[config.mk]
export PLATFORM = sky130hd
export DESIGN_NAME = i2c_byte_core
export DESIGN_NICKNAME = d
export VERILOG_FILES = /design/src/rtl/i2c_byte_core.sv
export SDC_FILE = /design/constraint.sdc
export NUM_CORES = 1
export LEC_CHECK = 0
export ABC_AREA = 1
export CORE_UTILIZATION = 40
export CTS_CLUSTER_SIZE = 28
export DETAILED_ROUTE_END_ITERATION = 6
export HOLD_SLACK_MARGIN = 0.1
export PLACE_DENSITY = 0.59
export SLEW_MARGIN = 20
export SYNTH_ARGS = -nofsm -noshare
export SYNTH_HDL_FRONTEND = slang
export SYNTH_SLANG_ARGS = --single-unit
[constraint.sdc]
create_clock -name clk -period 1.75 [get_ports clk]
set_input_delay 0.525 -clock clk [delete_from_list [all_inputs] [get_ports clk]]
set_output_delay 0.525 -clock clk [all_outputs]
set_load 0.01 [all_outputs]
[src/rtl/i2c_byte_core.sv]
// I2C slave byte engine: synchronised bus sampling, START/STOP detection, address match,
// write-byte hand-off to a consumer and read-byte fetch from a producer.
module i2c_byte_core #(
  parameter logic [6:0]  I2C_ADDR = 7'h0F,
  parameter int unsigned HOLD_CYC = 4
) (
  input  logic       clk,
  input  logic       reset_n,
  input  logic       SCL,
  input  logic       SDA,
  output logic       SDA_pd,
  output logic [7:0] rxd_data,
  output logic       rxd_syn,
  input  logic       rxd_ack,
  input  logic [7:0] txd_data,
  input  logic       txd_syn,
  output logic       txd_ack
);

  localparam int unsigned HW = (HOLD_CYC < 1) ? 1 : $clog2(HOLD_CYC + 1);
  localparam logic [HW-1:0] HOLD_LD = HW'(HOLD_CYC);

  typedef enum logic [2:0] {
    S_IDLE,
    S_ADDR,
    S_ADDR_ACK,
    S_WR_DATA,
    S_WR_ACK,
    S_RD_DATA,
    S_RD_ACK
  } state_t;

  state_t        state_q, state_d;
  logic [2:0]    scl_sync_q, sda_sync_q;
  logic [3:0]    bit_cnt_q, bit_cnt_d;
  logic [7:0]    shift_q, shift_d;
  logic          rw_q, rw_d;
  logic [HW-1:0] hold_q, hold_d;
  logic          pd_q, pd_d;
  logic [7:0]    rxd_data_q, rxd_data_d;
  logic          rxd_syn_q, rxd_syn_d;
  logic          txd_ack_q, txd_ack_d;
  logic          load_tx;

  logic scl_hi, scl_rise, scl_fall, sda_hi, sda_rise, sda_fall, start_det, stop_det;

  // [0],[1] synchronise; [2] is the previous synced value for edge detection
  always_ff @(posedge clk or negedge reset_n) begin
    if (!reset_n) begin
      scl_sync_q <= '1;
      sda_sync_q <= '1;
    end else begin
      scl_sync_q <= {scl_sync_q[1:0], SCL};
      sda_sync_q <= {sda_sync_q[1:0], SDA};
    end
  end

  assign scl_hi    = scl_sync_q[1];
  assign scl_rise  = scl_sync_q[1] & ~scl_sync_q[2];
  assign scl_fall  = ~scl_sync_q[1] & scl_sync_q[2];
  assign sda_hi    = sda_sync_q[1];
  assign sda_rise  = sda_sync_q[1] & ~sda_sync_q[2];
  assign sda_fall  = ~sda_sync_q[1] & sda_sync_q[2];
  assign start_det = sda_fall & scl_hi;
  assign stop_det  = sda_rise & scl_hi;

  always_ff @(posedge clk or negedge reset_n) begin
    if (!reset_n) begin
      state_q    <= S_IDLE;
      bit_cnt_q  <= '0;
      shift_q    <= '0;
      rw_q       <= 1'b0;
      hold_q     <= '0;
      pd_q       <= 1'b0;
      rxd_data_q <= '0;
      rxd_syn_q  <= 1'b0;
      txd_ack_q  <= 1'b0;
    end else begin
      state_q    <= state_d;
      bit_cnt_q  <= bit_cnt_d;
      shift_q    <= shift_d;
      rw_q       <= rw_d;
      hold_q     <= hold_d;
      pd_q       <= pd_d;
      rxd_data_q <= rxd_data_d;
      rxd_syn_q  <= rxd_syn_d;
      txd_ack_q  <= txd_ack_d;
    end
  end

  always_comb begin
    state_d    = state_q;
    bit_cnt_d  = bit_cnt_q;
    shift_d    = shift_q;
    rw_d       = rw_q;
    hold_d     = hold_q;
    pd_d       = pd_q;
    rxd_data_d = rxd_data_q;
    rxd_syn_d  = rxd_syn_q & ~rxd_ack;
    txd_ack_d  = 1'b0;
    load_tx    = 1'b0;

    // SDA_pd is only updated when the hold timer started by an SCL fall expires;
    // the drive value is taken from the state entered on that fall.
    if (hold_q != '0) hold_d = hold_q - HW'(1);
    if (hold_q == HW'(1)) begin
      case (state_q)
        S_ADDR_ACK: pd_d = 1'b1;
        S_WR_ACK: begin
          if (!rxd_syn_q) begin
            pd_d       = 1'b1;
            rxd_data_d = shift_q;
            rxd_syn_d  = 1'b1;
          end else begin
            pd_d      = 1'b0;
            state_d   = S_IDLE;
            bit_cnt_d = '0;
          end
        end
        S_RD_DATA: pd_d = ~shift_q[7];
        default:   pd_d = 1'b0;
      endcase
    end
    if (scl_fall) hold_d = HOLD_LD;

    case (state_q)
      S_ADDR, S_WR_DATA: begin
        if (scl_rise && bit_cnt_q != 4'd8) begin
          shift_d   = {shift_q[6:0], sda_hi};
          bit_cnt_d = bit_cnt_q + 4'd1;
        end
        if (scl_fall && bit_cnt_q == 4'd8) begin
          if (state_q == S_WR_DATA) begin
            state_d = S_WR_ACK;
          end else if (shift_q[7:1] == I2C_ADDR) begin
            state_d = S_ADDR_ACK;
            rw_d    = shift_q[0];
          end else begin
            state_d   = S_IDLE;
            bit_cnt_d = '0;
          end
        end
      end
      S_ADDR_ACK: begin
        if (scl_fall) begin
          bit_cnt_d = '0;
          if (rw_q) begin
            state_d = S_RD_DATA;
            load_tx = 1'b1;
          end else begin
            state_d = S_WR_DATA;
          end
        end
      end
      S_WR_ACK: begin
        if (scl_fall) begin
          bit_cnt_d = '0;
          state_d   = S_WR_DATA;
        end
      end
      // Count 0 means the first bit is still pending from the entry edge, so that fall must not shift.
      S_RD_DATA: begin
        if (scl_rise && bit_cnt_q != 4'd8) bit_cnt_d = bit_cnt_q + 4'd1;
        if (scl_fall) begin
          if (bit_cnt_q == 4'd8) state_d = S_RD_ACK;
          else if (bit_cnt_q != 4'd0) shift_d = {shift_q[6:0], 1'b1};
        end
      end
      S_RD_ACK: begin
        if (scl_rise) begin
          bit_cnt_d = '0;
          if (!sda_hi) begin
            state_d = S_RD_DATA;
            load_tx = 1'b1;
          end else begin
            state_d = S_IDLE;
          end
        end
      end
      default: ;
    endcase

    if (start_det) begin
      state_d   = S_ADDR;
      bit_cnt_d = '0;
      load_tx   = 1'b0;
    end else if (stop_det) begin
      state_d   = S_IDLE;
      bit_cnt_d = '0;
      hold_d    = HOLD_LD;
      load_tx   = 1'b0;
    end

    if (load_tx) begin
      if (txd_syn) begin
        shift_d   = txd_data;
        txd_ack_d = 1'b1;
      end else begin
        shift_d = '1;
      end
    end
  end

  assign SDA_pd   = pd_q;
  assign rxd_data = rxd_data_q;
  assign rxd_syn  = rxd_syn_q;
  assign txd_ack  = txd_ack_q;

endmodule

==> flow_results.org <==
** Clock tree
- CTS tree :: done
- Maximum clock path buffer count :: 2
- Later-pin clock latency in the skew report :: 0.29 ns
- CTS placed an instance of clkbuf_8 at the clock tree root.
- CTS sink count :: 36
- Number of CTS-inserted buffers :: 5
- Clock-pin slew of the registers on the worst-case setup and hold paths :: 0.08 ns
- CTS built an H-tree with a depth of 2.
- In this run, post-CTS hold repair placed 0 buffers.

** Routing
- Length of the first detailed-routing pass in iterations :: 4
- Number of antenna-violating nets in the routed design :: 0
- Per-cell routed wire length :: 12.7 µm
- Detailed-route via count :: 1722
- Total wire length after detailed routing :: 4570 µm
- In the routed layout, each cell is associated on average with a via count of 4.78.
- After detailed routing, the number of remaining DRC violations is 0.
- First DRT Iteration DRCs :: 161

** Logic synthesis
- Dividing the synthesized area by the synthesized cell count gives 8.14 µm².
- In the synthesized netlist the dominant register cell turns out to be dfrtp_1.
- Sequential cell area fraction in the yosys report :: 44.3%
- Yosys mapped the design onto 28 distinct sky130hd cell types.
- Counting every net in the synthesized netlist gives 272.
- Summing every instance area after synthesis gives 2050 µm².
- Synthesis inferred 36 register bits.
- Number of flops mapped to enable cells by yosys :: 0
- Gate Count Post-Synth :: 252
- During synthesis, Yosys emitted a total of 0 warnings.
- Counting flops with an async set or reset pin after synthesis yields a share of 100%.
- After synthesis, the cell types taking the most area are dfrtp_1 (37%), nand2_1 (13%), dfstp_2 (7.7%).
- The share of synthesized area in the top cell type comes to 36.6%.
- The biggest area contributor in the post-synthesis netlist is dfrtp_1.

** Min path
- The worst hold path belongs to the class reg -> reg.

** Global routing
- Entering global routing, the biggest net connects 37 pins.
- The number of global-route vias before repair came to 1597.
- The first global-routing pass estimated 7560 µm of wire.
- GRT Residual Overflow :: 0
- The initial antenna violation count came to 0.
- Combined global-route utilization of all metal layers :: 18.8%

** Power
- Sw power :: 1520 µW
- Static leakage power :: 0.00131 µW
- Sequential power share :: 36.0%
- In this run switching power makes up 39.9% of total power.
- Overall power :: 3810 µW
- Logic gate share of total power :: 44.5%
- Highest ir drop seen on vdd :: 0.572 mV
- For this design the ratio of total power to cell area is 1470 nW/µm².
- Clock power frac :: 19.5%
- Internal Pwr Total :: 2290 µW

** Setup path
- Type of the worst setup path :: reg -> out
- Type of element launching the critical path :: flip-flop
- WP buf/inv :: 1
- On the worst path, the slowest cell contributes a delay of 0.55 ns.
- The signal on the critical path passes through clkdlybuf4s50_1.
- Worst Path Max Fanout :: 2
- Among cell families on the critical path, the largest total delay comes from buffers and inverters.
- Cell with the largest stage delay on the worst path :: clkdlybuf4s50_1
- For the worst setup path, the data required time is 1.22 ns.
- The worst setup path is captured at a primary output.
- Crit path arrival time :: 1.19 ns

** STA
- Slew Limit Headroom :: 74.5%
- Timing would allow up to 585 MHz.
- Slew at the pin closest to its max-slew limit :: 0.382 ns
- Setup Skew :: 0.00611 ns
- The worst path uses 97.7% of the clock period.
- RSZ-0062 raised after global routing :: false
- Min cycle time layout :: 1.71 ns
- The final-report max-slew violation count came to 0.
- Final setup viols :: 0
- Number of hold violations in the final report :: 0

** Floorplan
- Die outline width :: 73.6 µm
- Initial standard-cell utilization of the core :: 42.6%
- Die outline area :: 5420 µm²
- Boundary Pins :: 25
- After floorplanning, the core was sized to cover 4820 µm².
- Number of placement rows :: 25
- Measured along the y axis, the die boundary spans 73.6 µm.

** Final layout
- Final instance area :: 2590 µm²
- Share of layout cells above drive strength 1 :: 20.1%
- The library cells used most frequently in the layout, excluding fill and tap cells, are nand2_1 (68), dfrtp_1 (30), nand3_1 (26), inv_1 (25), clkdlybuf4s50_1 (21).
- Synthesis-to-finish area growth :: 26.5%
- Leaving out fill and tap cells, the most frequent cell in the layout is nand2_1.
- Filler cell count in the final layout :: 474
- 0 antenna diodes ended up in the layout.
- Number of nets at the end of the flow :: 312

** Place
- Input/output buffers :: 24
- HPWL after DPL :: 3260 µm
- Cell area reported after detailed placement :: 2420 µm²
- Routability-driven placement finished with a final weighted congestion of 0.872.

** Status
- The run finished with clean final reports.

** Flow run
- Number of maximum-capacitance constraint violations :: 0
[per-stage QoR]
stage / util, % / std cells / setup WS, ns / hold WS, ns / TNS, ns
2_1_floorplan: - / 252 / 0.197 / 0.229 / 0
3_3_place_gp: 50.3 / 349 / -0.00275 / 0.346 / -0.00275
3_5_place_dp: 50.3 / 349 / 0.0149 / 0.348 / 0
4_1_cts: 52.6 / 357 / 0.00862 / 0.359 / 0
5_1_grt: 53.8 / 360 / 0.00180 / 0.366 / 0
6_report: 53.8 / 360 / 0.0398 / 0.358 / 0
[worst paths after layout]
kind	from	slack [ns]	depth (start not counted)	end
max	rxd_data[5]	0.04	1	rxd_data[5]
max reg2reg	scl_sync_q[2]	0.16	9	shift_q[1]
max in group asynchronous	reset_n	0.90	2	sda_sync_q[2]
min reg2reg	sda_sync_q[0]	0.36	0	sda_sync_q[1]
min	sda_sync_q[0]	0.36	0	sda_sync_q[1]
min in group asynchronous	reset_n	0.60	2	rxd_data[0]
[layout make-up]
class                           instances  area (µm²)  share of cell area (%)
Timing Repair Buffer                   36         359                    13.8
Clock buffer                            5        68.8                    2.65
Inverter                               27         101                    3.91
Sequential cell                        36         908                    35.0
Tap cell                               67        83.8                    3.23
Clock inverter                          3        46.3                    1.78
Multi-Input combinational cell        186        1030                    39.6
[kinds of logic after synthesis]
| family | count (synthesis) | synth area share (%) |
|---|---|---|
| buf+inv | 30 | 6.59 |
| mux | 7 | 3.84 |
| flops | 36 | 44.3 |
| xor+xnor | 2 | 0.854 |
| simple gates | 140 | 32.1 |
| fa+ha+maj | 6 | 3.66 |
| compound gates | 31 | 8.66 |
[flip-flops by register name, summed over array words and instances (netlist names)]
register    cells
rw_q            1
bit_cnt_q       4
txd_ack         1
scl_sync_q      3
hold_q          3
state_q         3
SDA_pd          1
sda_sync_q      3
rxd_syn         1
rxd_data        8
shift_q         8
[metal layers]
| metal | vias up | part of all wire (%) | GRT usage (%) | routed length (µm) |
|---|---|---|---|---|
| met4 | 0 | 0.37 | 5.77 | 17 |
| met2 | 24 | 46 | 29.4 | 2120 |
| met5 | - | 0 | 0 | 0 |
| met3 | 2 | 3.4 | 4.39 | 157 |
| li1 | 894 | - | - | - |
| met1 | 802 | 50 | 25.8 | 2280 |
[power groups by stage]
stage | Combinational (µW) | Sequential, µW | Clock, µW
finish | 1700 | 1370 | 744
detailed placement | 1590 | 1390 | 0
floorplan | 1050 | 1380 | 0
global placement | 1590 | 1380 | 0
CTS | 1610 | 1370 | 780
global route | 1920 | 1400 | 807
[Yosys cell counts, types with 2 or more instances]
| master | number |
|---|---|
| nand4_1 | 3 |
| o21ai_0 | 13 |
| inv_2 | 2 |
| nor2_1 | 20 |
| nand2_4 | 3 |
| a21oi_1 | 12 |
| nand3_2 | 2 |
| nand3_1 | 27 |
| nand2_1 | 69 |
| o211ai_1 | 2 |
| or2_2 | 10 |
| inv_1 | 25 |
| nor3_1 | 2 |
| nand2_2 | 2 |
| ha_1 | 6 |
| dfstp_2 | 6 |
| dfrtp_1 | 30 |
| mux2_2 | 7 |
| xor2_1 | 2 |
[repair_timing]
action                                  4_1_cts  5_1_grt
gates resized for setup                       1        6
endpoints found under the setup margin        1       12
hold endpoints to repair                      0        0
setup buffers                                 0        3
Note: power is estimated with default switching activity, not from simulation.
